**config.mk**
```make
export PLATFORM = sky130hd
export DESIGN_NAME = cable_link
export DESIGN_NICKNAME = d
export VERILOG_FILES = /design/src/rtl/cable_link.sv
export SDC_FILE = /design/constraint.sdc
export NUM_CORES = 1
export LEC_CHECK = 0
export ABC_CLOCK_PERIOD_IN_PS = 1600
export CAP_MARGIN = 15
export CORE_UTILIZATION = 44
export CTS_CLUSTER_DIAMETER = 100
export DETAILED_ROUTE_END_ITERATION = 8
export GPL_TIMING_DRIVEN = 0
export MAX_ROUTING_LAYER = met4
export PLACE_DENSITY = 0.8
export SETUP_SLACK_MARGIN = 0.02
export SLEW_MARGIN = 40
export SYNTH_ARGS = -nofsm -noshare
export SYNTH_HDL_FRONTEND = slang
export SYNTH_SLANG_ARGS = --single-unit
```
**constraint.sdc**
```tcl
create_clock -name clk -period 1.6 [get_ports clk]
set_clock_uncertainty 0.1 [all_clocks]
set_input_delay 0.32 -clock clk [delete_from_list [all_inputs] [get_ports clk]]
set_output_delay 0.32 -clock clk [all_outputs]
set_load 0.05 [all_outputs]
```
**src/rtl/cable_link.sv**
```systemverilog
// cable_link: two independent registered valid/ready channels (fwd, rev), each
// STAGES deep and WIDTH bits wide, with a loopback mode and a forward transfer counter.
//
// Parameters:
//   WIDTH  - data bits per word per channel (1..32)
//   STAGES - register stages per channel (1..8)
//   CNT_W  - width of the wrap-around forward transfer counter
//
// Ports:
//   clk, reset_n                        - clock, asynchronous active-low reset
//   fwd_in_data/valid/ready             - forward source interface
//   fwd_out_data/valid/ready            - forward sink interface
//   rev_in_data/valid/ready             - reverse source interface
//   rev_out_data/valid/ready            - reverse sink interface
//   loopback                            - 1: forward output stage feeds the reverse input
//   xfer_count                          - words that left the forward output stage
//
// Optional feature, macro CABLE_LINK_PARITY_EN:
//   adds fwd_in_par, rev_in_par (even parity over {par,data}) and a sticky
//   parity_err output. Parity travels alongside the data in every stage.

// One elastic channel: STAGES registers with a combinational ready chain.
module cable_link_pipe #(
  parameter int DW     = 8,
  parameter int STAGES = 2
) (
  input  logic          clk,
  input  logic          reset_n,
  input  logic [DW-1:0] in_data,
  input  logic          in_valid,
  output logic          in_ready,
  output logic [DW-1:0] out_data,
  output logic          out_valid,
  input  logic          out_ready
);

  logic [STAGES-1:0] v_r;
  logic [DW-1:0]     d_r [STAGES];
  logic [STAGES-1:0] rdy_s;
  logic [STAGES-1:0] up_v_s;
  logic [DW-1:0]     up_d_s [STAGES];
  logic              acc_s;

  // Ready chain from the sink backwards: a stage may load when it is empty
  // or any stage downstream of it is empty or the sink is taking a word.
  always_comb begin
    acc_s = out_ready;
    rdy_s = '0;
    for (int k = STAGES - 1; k >= 0; k--) begin
      acc_s    = acc_s | ~v_r[k];
      rdy_s[k] = acc_s;
    end
    up_v_s[0] = in_valid;
    up_d_s[0] = in_data;
    for (int k = 1; k < STAGES; k++) begin
      up_v_s[k] = v_r[k-1];
      up_d_s[k] = d_r[k-1];
    end
  end

  // Stage registers: a ready stage takes whatever its upstream neighbour holds.
  always_ff @(posedge clk or negedge reset_n) begin
    if (!reset_n) begin
      v_r <= '0;
      for (int k = 0; k < STAGES; k++) begin
        d_r[k] <= '0;
      end
    end else begin
      for (int k = 0; k < STAGES; k++) begin
        if (rdy_s[k]) begin
          v_r[k] <= up_v_s[k];
          if (up_v_s[k]) begin
            d_r[k] <= up_d_s[k];
          end
        end
      end
    end
  end

  assign in_ready  = rdy_s[0];
  assign out_valid = v_r[STAGES-1];
  assign out_data  = d_r[STAGES-1];

endmodule

module cable_link #(
  parameter int WIDTH  = 8,
  parameter int STAGES = 2,
  parameter int CNT_W  = 16
) (
  input  logic             clk,
  input  logic             reset_n,
  input  logic [WIDTH-1:0] fwd_in_data,
  input  logic             fwd_in_valid,
  output logic             fwd_in_ready,
  output logic [WIDTH-1:0] fwd_out_data,
  output logic             fwd_out_valid,
  input  logic             fwd_out_ready,
  input  logic [WIDTH-1:0] rev_in_data,
  input  logic             rev_in_valid,
  output logic             rev_in_ready,
  output logic [WIDTH-1:0] rev_out_data,
  output logic             rev_out_valid,
  input  logic             rev_out_ready,
  input  logic             loopback,
  output logic [CNT_W-1:0] xfer_count
`ifdef CABLE_LINK_PARITY_EN
  ,
  input  logic             fwd_in_par,
  input  logic             rev_in_par,
  output logic             parity_err
`endif
);

`ifdef CABLE_LINK_PARITY_EN
  localparam int DW = WIDTH + 1;
`else
  localparam int DW = WIDTH;
`endif

  logic [DW-1:0] fwd_in_w_s;
  logic [DW-1:0] fwd_out_w_s;
  logic          fwd_v_s;
  logic          fwd_sink_ready_s;
  logic          fwd_fire_s;
  logic [DW-1:0] rev_src_w_s;
  logic [DW-1:0] rev_in_w_s;
  logic          rev_in_v_s;
  logic          rev_rdy0_s;
  logic [DW-1:0] rev_out_w_s;

`ifdef CABLE_LINK_PARITY_EN
  assign fwd_in_w_s  = {fwd_in_par, fwd_in_data};
  assign rev_src_w_s = {rev_in_par, rev_in_data};
`else
  assign fwd_in_w_s  = fwd_in_data;
  assign rev_src_w_s = rev_in_data;
`endif

  cable_link_pipe #(.DW(DW), .STAGES(STAGES)) u_fwd (
    .clk       (clk),
    .reset_n   (reset_n),
    .in_data   (fwd_in_w_s),
    .in_valid  (fwd_in_valid),
    .in_ready  (fwd_in_ready),
    .out_data  (fwd_out_w_s),
    .out_valid (fwd_v_s),
    .out_ready (fwd_sink_ready_s)
  );

  cable_link_pipe #(.DW(DW), .STAGES(STAGES)) u_rev (
    .clk       (clk),
    .reset_n   (reset_n),
    .in_data   (rev_in_w_s),
    .in_valid  (rev_in_v_s),
    .in_ready  (rev_rdy0_s),
    .out_data  (rev_out_w_s),
    .out_valid (rev_out_valid),
    .out_ready (rev_out_ready)
  );

  // Loopback routing: the forward output stage hands its word straight to
  // the reverse input stage, hiding the external fwd sink and rev source.
  always_comb begin
    if (loopback) begin
      fwd_sink_ready_s = rev_rdy0_s;
      rev_in_w_s       = fwd_out_w_s;
      rev_in_v_s       = fwd_v_s;
      rev_in_ready     = 1'b0;
      fwd_out_valid    = 1'b0;
    end else begin
      fwd_sink_ready_s = fwd_out_ready;
      rev_in_w_s       = rev_src_w_s;
      rev_in_v_s       = rev_in_valid;
      rev_in_ready     = rev_rdy0_s;
      fwd_out_valid    = fwd_v_s;
    end
  end

  assign fwd_fire_s   = fwd_v_s & fwd_sink_ready_s;
  assign fwd_out_data = fwd_out_w_s[WIDTH-1:0];
  assign rev_out_data = rev_out_w_s[WIDTH-1:0];

  // Forward transfer counter, wraps naturally at 2^CNT_W.
  always_ff @(posedge clk or negedge reset_n) begin
    if (!reset_n) begin
      xfer_count <= '0;
    end else if (fwd_fire_s) begin
      xfer_count <= xfer_count + CNT_W'(1);
    end else begin
      xfer_count <= xfer_count;
    end
  end

`ifdef CABLE_LINK_PARITY_EN
  logic rev_fire_s;

  // Even parity over {par,data}: any odd reduction is an error.
  function automatic logic par_bad(input logic [DW-1:0] w);
    return ^w;
  endfunction

  assign rev_fire_s = rev_out_valid & rev_out_ready;

  // Sticky parity error, checked on every word leaving either output stage.
  always_ff @(posedge clk or negedge reset_n) begin
    if (!reset_n) begin
      parity_err <= 1'b0;
    end else if ((fwd_fire_s && par_bad(fwd_out_w_s)) ||
                 (rev_fire_s && par_bad(rev_out_w_s))) begin
      parity_err <= 1'b1;
    end else begin
      parity_err <= parity_err;
    end
  end
`endif

endmodule

```
==> flow_summary.json <==
{
  "period_needed_ps": 1847,
  "synth_compound_area_share_pct": 3.065,
  "synth_top_family_by_area": "multiplexers",
  "rsz0062_at_grt": "yes",
  "stdcell_count": 328,
  "cts_root_buf": "clkbuf_8",
  "netlist.area_leader.share_pct": 56.92,
  "hold_path_class": "in2async",
  "synth_cell_types": 29,
  "critPathMaxFanout": 2,
  "netlist_instances": 182,
  "fmax_mhz": 541.4,
  "cp-startpoint": "u_rev.v_r[1]",
  "r2r_cells": 7,
  "layout_commonest_cell": "dfrtp_1",
  "worstMarginPinSlew_ps": 750.3,
  "grt.overflow.total": 0,
  "layout_common_cells": "dfrtp_1 (48), buf_4 (27), buf_2 (24), clkdlybuf4s50_1 (19), mux2_2 (17)",
  "cts_made_buffers": 5,
  "drc": 0,
  "dpl.cell_count": 308,
  "core_mm2": 0.004848,
  "drive_above_1_share_pct": 45.21,
  "synthAdderAreaFrac_pct": 0.5473,
  "vias": 1561,
  "layout.nets": 284,
  "cp.required_ps": 1180,
  "crit_arrival_ps": 1430,
  "synthMuxAreaShare_pct": 16.26,
  "r2r_start": "u_rev.v_r[1]",
  "antenna_found_initial": 0,
  "start_util_pct": 47.15,
  "violations": "setup timing",
  "die_h_um": 74.08,
  "place.port_buffers": 58,
  "fin_ws_ps": -247.0,
  "setup_viol": 29,
  "place.gp.congestion": 0.7949,
  "ant_nets": 0,
  "ys_seq_area_share_pct": 56.92,
  "r2r-end": "u_fwd.d_r[10]",
  "clock_path_buffers": 2,
  "outcome": "finished with violations",
  "drt_iter0_drc": 82,
  "syn_area_per_cell_um2": 12.56,
  "dieArea_mm2": 0.005488,
  "clock-sinks": 52,
  "startpoint_type": "flip-flop",
  "dr.pass1.iters": 4,
  "via_per_inst": 4.759,
  "irDropWorstVdd_mv": 1.028,
  "path_class": "reg2out",
  "htree_levels": 2,
  "yosysWarningCount": 0,
  "max-cap-violations": 0,
  "synthTopCellsByArea": "dfrtp_1 (57%), mux2_2 (12%), buf_4 (5.3%)",
  "synthesis.area_mm2": 0.002286,
  "num_antenna_cells": 0,
  "rows": 25,
  "drv_slew": 0,
  "wire_per_inst_um": 13.60,
  "clkLatencyLatePin_ps": 310,
  "cts_tree": "done",
  "leakagePower_nw": 1.468,
  "die_x_um": 74.08,
  "grt_first_pass_wirelength_um": 7272,
  "synth_simple_gate_area_share_pct": 11.44,
  "dp_hpwl_um": 3113,
  "p_per_area_mw_per_mm2": 1583,
  "grt_start_max_net_pins": 45,
  "io_pins": 59,
  "finalPower_mw": 5.082,
  "syn_to_final_growth_pct": 40.45,
  "clk_pin_slew_worst_paths_ps": 90,
  "synth_xor_area_share_pct": 5.747,
  "critPathCaptureType": "output pin",
  "max-slew-margin-rel_pct": 49.45,
  "drt-total-wl_um": 4461,
  "hold_viol": 0,
  "grt_usage_pct": 18.57,
  "yosys_register_bits": 52,
  "yosysTopAreaCell": "dfrtp_1",
  "reg2reg_slack_ps": -180,
  "grt_pass1_vias": 1535,
  "synth_nets": 206,
  "finalCritPeriodShare_pct": 115.4
}
[logic make-up (layout without fill, tap and decap cells)]
logic type / after synthesis / after routing
xor gates and xnor gates: 15 / 15
adders and majority gates: 1 / 1
DFF: 52 / 52
AOI/OAI and AO/OA: 11 / 11
buffers and inverters: 20 / 99
muxes: 34 / 34
and+or+nand+nor: 49 / 49
[final cells by class]
type,instances,area (um^2)
clock inverter,3,68.82
tap,67,83.83
inverter,2,7.507
multi-input combinational,110,929.6
fill,373,1638
buffer,18,138.9
sequential,52,1306
timing repair buffer,71,606.8
clock buffer,5,68.82
[critical path: stages (launching register included)]
cell     delay [ps]
dfrtp_2         370
and4b_2         270
o21ai_4          70
or2_4           240
buf_8           150
[metrics by stage]
step           setup slack (ps)  setup TNS (ps)  utilization (%)  cell area (um^2)  hold slack, ps
2_1_floorplan            -174.6           -2967                -              2307          -75.59
3_3_place_gp              -1568          -97440            61.29              2972           359.5
3_5_place_dp              -1157          -26130            61.65              2989           54.55
4_1_cts                  -250.5           -1906            66.30              3214           251.1
5_1_grt                  -305.9           -5514            66.22              3211           269.4
6_report                 -247.0           -3564            66.22              3211           278.3
[sequential cells by signal, indices dropped and copies added, names as in the netlist]
register and count:
u_fwd.out_data 8, u_fwd.d_r 8, u_rev.v_r 2, u_rev.d_r 8, xfer_count 16, u_rev.out_data 8
u_fwd.v_r 2
[repair_timing]
action                                 CTS  global route
setup buffers                            8             3
setup endpoints to repair               73            45
pin swaps                                6             3
gates cloned                             0             0
endpoints found under the hold margin   52             0
gates resized for setup                164            31
hold buffers                             1             0
[metal layers]
metal	track usage, %	routed length [um]	up-vias
li1	-	-	768
met1	22.79	1915	748
met2	28.48	2278	34
met3	4.878	159	11
met4	8.974	108	0
met5	-	0	-
[worst max path at each step]
stage	end	slack (ps)	cells after the start
finish	fwd_in_ready	-250	4
global route	fwd_in_ready	-310	4
CTS	fwd_in_ready	-250	4
detailed placement	fwd_in_ready	-1160	5
global placement	xfer_count[0]	-1570	1
floorplan	u_fwd.d_r[11]	-170	4
[Yosys cell counts]
cell type / count
nand2_2: 1
nand3_1: 8
a21oi_1: 8
and3_1: 3
nor3_1: 1
buf_2: 2
mux2i_1: 9
nand2b_1: 4
nor3b_2: 1
nor2_1: 14
o21ai_0: 1
nor4_1: 1
and4_1: 1
nor3_2: 1
o21ai_2: 1
or2_2: 1
dfrtp_1: 52
nand2_1: 7
ha_1: 1
inv_1: 2
and3b_1: 1
nor2b_1: 1
mux2_2: 25
and4b_1: 1
xor2_1: 3
o21ai_4: 1
xnor2_1: 12
buf_4: 16
nand4_1: 3
[power by group]
part / internal [mW] / switching [mW] / leakage (nW)
clock network: 0.629 / 0.449 / 0.0687
logic: 0.804 / 1.30 / 0.789
registers: 1.65 / 0.250 / 0.611
Power figures use the tool's default switching activity.
